## src/rtl/multiband_eq.sv

```systemverilog
// multiband_eq: parallel bank of biquad bands summed through per-band gains.
// Ports:
//   clk        system clock; all state changes on its rising edge
//   reset      asynchronous, active-low reset
//   l_r_clk    I2S frame clock, asynchronous; each rising edge requests one sample
//   audio_in   signed input sample, Q2.(DATA_W-2)
//   audio_out  signed equalised sample, registered
//   out_valid  one-cycle pulse when audio_out updates
//   coef_we    coefficient write strobe; coef_addr = band*5 + {b0,b1,b2,a1,a2}
//   coef_data  coefficient write data
//   gain_we    gain write strobe; gain_addr = band index
//   gain_data  gain write data
//   bypass     sampled with the input; when set the sample passes through unfiltered
//   busy       high while a sample is being computed
//   overrun    sticky; set when a sample request arrives while busy
module multiband_eq #(
   parameter int NUM_BANDS = 3,
   parameter int DATA_W = 16
) (
   input  logic                     clk,
   input  logic                     reset,
   input  logic                     l_r_clk,
   input  logic signed [DATA_W-1:0] audio_in,
   output logic signed [DATA_W-1:0] audio_out,
   output logic                     out_valid,
   input  logic                     coef_we,
   input  logic [5:0]               coef_addr,
   input  logic signed [DATA_W-1:0] coef_data,
   input  logic                     gain_we,
   input  logic [2:0]               gain_addr,
   input  logic signed [DATA_W-1:0] gain_data,
   input  logic                     bypass,
   output logic                     busy,
   output logic                     overrun
);
   localparam int FRAC = DATA_W - 2;
   localparam int ACC_W = 2 * DATA_W + 4;
   localparam logic signed [DATA_W-1:0] ONE = DATA_W'(1 << FRAC);

   typedef enum logic [1:0] {IDLE, MAC, GAIN, OUT} state_t;

   // round to nearest, drop FRAC bits, clamp to the sample range
   function automatic logic signed [DATA_W-1:0] rnd_sat(input logic signed [ACC_W-1:0] a);
      logic signed [ACC_W-1:0] r;
      r = (a + ACC_W'(1 << (FRAC - 1))) >>> FRAC;
      return (&r[ACC_W-1:DATA_W-1] || ~|r[ACC_W-1:DATA_W-1]) ? r[DATA_W-1:0]
             : {r[ACC_W-1], {(DATA_W-1){~r[ACC_W-1]}}};
   endfunction

   state_t state;
   logic [2:0] sync, band, idx;
   logic rise, byp;
   logic [5:0] cidx;
   logic signed [DATA_W-1:0] x_cap, mul_a, mul_b, y;
   logic signed [DATA_W-1:0] coef [5*NUM_BANDS];
   logic signed [DATA_W-1:0] gain [NUM_BANDS];
   // shadows are sized for the widest configuration so the band/idx selects are exact
   logic signed [DATA_W-1:0] scoef [40];
   logic signed [DATA_W-1:0] sgain [8];
   logic signed [DATA_W-1:0] x1 [8], x2 [8], y1 [8], y2 [8];
   logic signed [2*DATA_W-1:0] prod;
   logic signed [ACC_W-1:0] prod_x, acc, oacc;

   // single shared multiplier: coefficient x tap during MAC, gain x band output during GAIN
   always_comb begin
      rise = sync[1] & ~sync[2];
      cidx = {3'b0, band} * 6'd5 + {3'b0, idx};
      y = rnd_sat(acc);
      mul_a = state == GAIN ? sgain[band] : scoef[cidx];
      mul_b = state == GAIN ? y : idx == 3'd0 ? x_cap : idx == 3'd1 ? x1[band] :
              idx == 3'd2 ? x2[band] : idx == 3'd3 ? y1[band] : y2[band];
      prod = mul_a * mul_b;
      prod_x = {{(ACC_W-2*DATA_W){prod[2*DATA_W-1]}}, prod};
   end

   always_ff @(posedge clk or negedge reset) begin
      if (!reset) begin
         sync <= '0;
         state <= IDLE;
         band <= '0;
         idx <= '0;
         x_cap <= '0;
         byp <= 1'b0;
         acc <= '0;
         oacc <= '0;
         audio_out <= '0;
         out_valid <= 1'b0;
         busy <= 1'b0;
         overrun <= 1'b0;
         for (int i = 0; i < 5 * NUM_BANDS; i++) coef[i] <= i % 5 == 0 ? ONE : '0;
         for (int i = 0; i < NUM_BANDS; i++) gain[i] <= i == 0 ? ONE : '0;
         for (int i = 0; i < 40; i++) scoef[i] <= i % 5 == 0 ? ONE : '0;
         for (int i = 0; i < 8; i++) begin
            sgain[i] <= i == 0 ? ONE : '0;
            x1[i] <= '0;
            x2[i] <= '0;
            y1[i] <= '0;
            y2[i] <= '0;
         end
      end else begin
         sync <= {sync[1:0], l_r_clk};
         out_valid <= 1'b0;
         // out-of-range addresses match no register and are dropped
         for (int i = 0; i < 5 * NUM_BANDS; i++)
            if (coef_we && coef_addr == 6'(i)) coef[i] <= coef_data;
         for (int i = 0; i < NUM_BANDS; i++)
            if (gain_we && gain_addr == 3'(i)) gain[i] <= gain_data;
         if (rise && busy) overrun <= 1'b1;
         case (state)
            IDLE: if (rise) begin
               x_cap <= audio_in;
               byp <= bypass;
               band <= '0;
               idx <= '0;
               oacc <= '0;
               busy <= 1'b1;
               state <= MAC;
               // a write landing in the capture cycle goes straight into the shadow
               for (int i = 0; i < 5 * NUM_BANDS; i++)
                  scoef[i] <= (coef_we && coef_addr == 6'(i)) ? coef_data : coef[i];
               for (int i = 0; i < NUM_BANDS; i++)
                  sgain[i] <= (gain_we && gain_addr == 3'(i)) ? gain_data : gain[i];
            end
            MAC: begin
               acc <= (idx == 3'd0 ? '0 : acc) + (idx > 3'd2 ? -prod_x : prod_x);
               idx <= idx == 3'd4 ? 3'd0 : idx + 3'd1;
               state <= idx == 3'd4 ? GAIN : MAC;
            end
            GAIN: begin
               oacc <= oacc + prod_x;
               if (!byp) begin
                  x2[band] <= x1[band];
                  x1[band] <= x_cap;
                  y2[band] <= y1[band];
                  y1[band] <= y;
               end
               band <= band + 3'd1;
               state <= band == 3'(NUM_BANDS - 1) ? OUT : MAC;
            end
            OUT: begin
               audio_out <= byp ? x_cap : rnd_sat(oacc);
               out_valid <= 1'b1;
               busy <= 1'b0;
               state <= IDLE;
            end
         endcase
      end
   end
endmodule
```

## config.mk

```make
export PLATFORM = sky130hd
export DESIGN_NAME = multiband_eq
export DESIGN_NICKNAME = d
export VERILOG_FILES = /design/src/rtl/multiband_eq.sv
export SDC_FILE = /design/constraint.sdc
export NUM_CORES = 2
export LEC_CHECK = 0
export CORE_AREA = 2 2 333 335
export DETAILED_ROUTE_END_ITERATION = 7
export DIE_AREA = 0 0 335 337
export PLACE_DENSITY = 0.76
export SYNTH_ARGS = -nofsm -noshare
export SYNTH_HDL_FRONTEND = slang
export SYNTH_SLANG_ARGS = --single-unit
```

## constraint.sdc

```tcl
create_clock -name clk -period 25.4 [get_ports clk]
set_input_delay 5.08 -clock clk [delete_from_list [all_inputs] [get_ports clk]]
set_output_delay 5.08 -clock clk [all_outputs]
set_load 0.02 [all_outputs]
```

==> run_results.csv <==
group,metric,value,unit
cells_and_area,syn2layout_area_growth,9.80,%
clocking,cts_sinks,1207,
logic_synthesis,synthCells,6881,
hold_path,hold_depth,0,
sta,slew_viol_final,0,
setup_path,required,26020,ps
drt,num_vias,50800,
floorplanning,die_h,337,um
sta,tightestPinTransition,1260,ps
grt,grt_overflow,0,
drt,wl,186,mm
logic_synthesis,syn-num-nets,7383,
clocking,cts_tree,"yes",
logic_synthesis,syn_avg_cell_area,9.63,um^2
logic_synthesis,ys.flop_type,"dfrtp_1",
clocking,postCtsResizedCells,0,
run_status,status,"finished clean",
setup_path,cp_max_fo,54,
setup_path,worst_r2r_path_depth,44,
hold_path,hp-start,"sync[0]",
floorplanning,ios,82,
cells_and_area,layout_commonest_cell,"nand2_1",
sta,tns,0,ps
logic_synthesis,async_flop_share,1.00,
setup_path,cpMostUsedCell,"fa_1",
sta,skew,39.1,ps
clocking,cts_buffer_depth,3,
drt,viasPerCell,6.14,
clocking,clockRootBuffer,"clkbuf_16",
floorplanning,die_area,0.113,mm^2
logic_synthesis,ys_ff_latch,1207,
logic_synthesis,ys_warn_count,480,
grt,grt_pass1_wl,294,mm
drt,routedWlPerCell,22.5,um
logic_synthesis,synth-seq-area-share,0.456,
sta,max-slew-margin-rel,0.155,
grt,antenna_found_initial,6,
floorplanning,row_count,122,
clocking,cts_setup_buffers,0,
sta,fin_crit,14050,ps
grt,grt_start_max_net_pins,190,
drt,drc,0,
setup_path,endpoint_kind,"flop",
setup_path,crit_arrival,14670,ps
drt,drtIter0Drc,5123,
sta,clock.fmax,0.0712,GHz
logic_synthesis,synth_edf_count,0,
floorplanning,core_area,0.110,mm^2
floorplanning,initial_core_util,0.605,
grt,grt_pass1_vias,51300,
drt,final_antenna_net_count,0,
setup_path,worstReg2RegEnd,"acc[35]",
setup_path,slowest_stage,"buf_4",
logic_synthesis,synth_top_cell_by_area,"dfrtp_1",
placement,place_congestion,0.970,
placement,dp_hpwl,122,mm
sta,rsz0062_at_grt,"no",
clocking,numCtsBuffers,130,
setup_path,worstSetupStartpointType,"flop",
grt,grt_usage,0.337,
hold_path,min_to,"sync[1]",
sta,hold_viol_final,0,
drt,firstDrtPassIters,6,
logic_synthesis,synth_area,0.0663,mm^2
sta,post-route-period-util,0.553,
cells_and_area,num-nets-final,7255,
sta,setup_viol,0,
logic_synthesis,yosys.cell_types.count,95,
setup_path,rrSetupSlack,11350,ps
flow_run,maxCapViolCount,0,
setup_path,max_stage_delay,710,ps
clocking,htree_levels,4,
placement,portBuffers,81,
cells_and_area,drive_above_1_share,0.115,
clocking,cts.clk_slew.worst_paths,60,ps
setup_path,reg2reg_from,"band[1]",
hold_path,hold_class,"flop to flop",
logic_synthesis,synthTopCellsByArea,"dfrtp_1 45%, nand2_1 11%, fa_1 8.0%",
cells_and_area,final_cell_mix,"1,927 x nand2_1, 1,196 x dfrtp_1, 570 x o21ai_0",
logic_synthesis,synth_top_area_frac,0.453,
setup_path,crit_type,"flop to flop",
clocking,ctsHoldBuffers,0,
clocking,clk_latency,780,ps
floorplanning,dieWidth,335,um
## stage by stage
step                      instance area [um^2]   util  hold WS (ps)  worst slack [ps]  instances
after CTS                                72700  0.664           364             11630       8278
after global placement                   68200  0.623           337             11900       8047
after global routing                     72700  0.664           379             10660       8278
after floorplan                          66300      -           331             13700       6881
final                                    72800  0.664           365             11350       8281
after detailed placement                 68200  0.623           358             11720       8047
## how the worst max path moves through the flow
stage	startpoint	end	cells past startpoint
floorplan	band[2]	acc[35]	43
global placement	band[1]	acc[35]	44
finish	band[1]	acc[35]	44
global route	band[1]	acc[35]	46
CTS	band[1]	acc[35]	44
detailed placement	band[1]	acc[35]	44
## layout make-up
class / instances / area (um^2)
fillers: 8347 / 36800
multi-input cells: 4892 / 33400
flip-flops and latches: 1207 / 30200
clock buffers: 186 / 3760
well taps: 1426 / 1780
repair buffers: 174 / 1560
inverters: 348 / 1310
clock inverters: 45 / 746
diodes: 3 / 7.51
## flip-flops by register name, indices dropped and copies added, names as in the netlist, 2 cells and up
name       count
coef         240
scoef        240
x1           128
x2           128
y1           128
y2           128
gain          48
sgain         48
acc           36
oacc          36
audio_out     16
x_cap         16
band           3
idx            3
sync           3
state          2
## worst max-delay path, delay by kind of cell (launching register included)
kind | cells | cell delay [ps]
adders and majority gates | 8 | 3790
and+or+nand+nor | 15 | 3900
muxes | 2 | 540
xor gates and xnor gates | 1 | 180
DFF | 1 | 700
buffers and inverters | 6 | 1680
AOI/OAI and AO/OA | 12 | 3080
## layer usage
metal,vias to the layer above,track usage,wire (um)
li1,22700,-,-
met1,25500,0.449,75100
met2,2100,0.543,88000
met3,523,0.0586,14400
met4,0,0.156,8860
met5,-,0,0
## kinds of logic (layout without fill, tap and decap cells)
| group | count (synthesis) | after routing | synth area share |
|---|---|---|---|
| simple gates | 2667 | 2667 | 0.168 |
| flops | 1207 | 1207 | 0.456 |
| xor+xnor | 151 | 151 | 0.0200 |
| mux | 444 | 444 | 0.0871 |
| other cells | 0 | 3 | 0 |
| fa+ha+maj | 439 | 439 | 0.113 |
| compound gates | 1191 | 1191 | 0.111 |
| buf+inv | 782 | 753 | 0.0451 |
## synth_stat cells, types with 11 or more instances
| master | count |
|---|---|
| o211ai_1 | 17 |
| a21oi_1 | 120 |
| nand3_1 | 82 |
| a21o_1 | 40 |
| o21bai_1 | 11 |
| buf_2 | 30 |
| nand2_1 | 1935 |
| dfrtp_1 | 1199 |
| and2_1 | 12 |
| xnor2_1 | 89 |
| inv_1 | 345 |
| a31oi_1 | 14 |
| or3_1 | 14 |
| mux2_2 | 299 |
| a2111oi_0 | 11 |
| mux2i_1 | 68 |
| a22o_1 | 27 |
| nor2b_1 | 79 |
| nand4_1 | 27 |
| a22oi_1 | 150 |
| and3_1 | 36 |
| o21ai_0 | 570 |
| nor3_1 | 38 |
| mux4_2 | 76 |
| o21ai_1 | 12 |
| clkbuf_1 | 382 |
| o21a_1 | 30 |
| xor2_1 | 62 |
| nand2b_1 | 68 |
| a221oi_1 | 27 |
| fa_1 | 265 |
| buf_1 | 18 |
| o31ai_1 | 14 |
| ha_1 | 174 |
| a211oi_1 | 48 |
| or2_2 | 32 |
| and4_1 | 20 |
| o22ai_1 | 28 |
| nor2_1 | 283 |
Power is left out: the tool's default activity adds up to more than one toggle a clock period on the data nets, which glitch-free logic cannot reach.
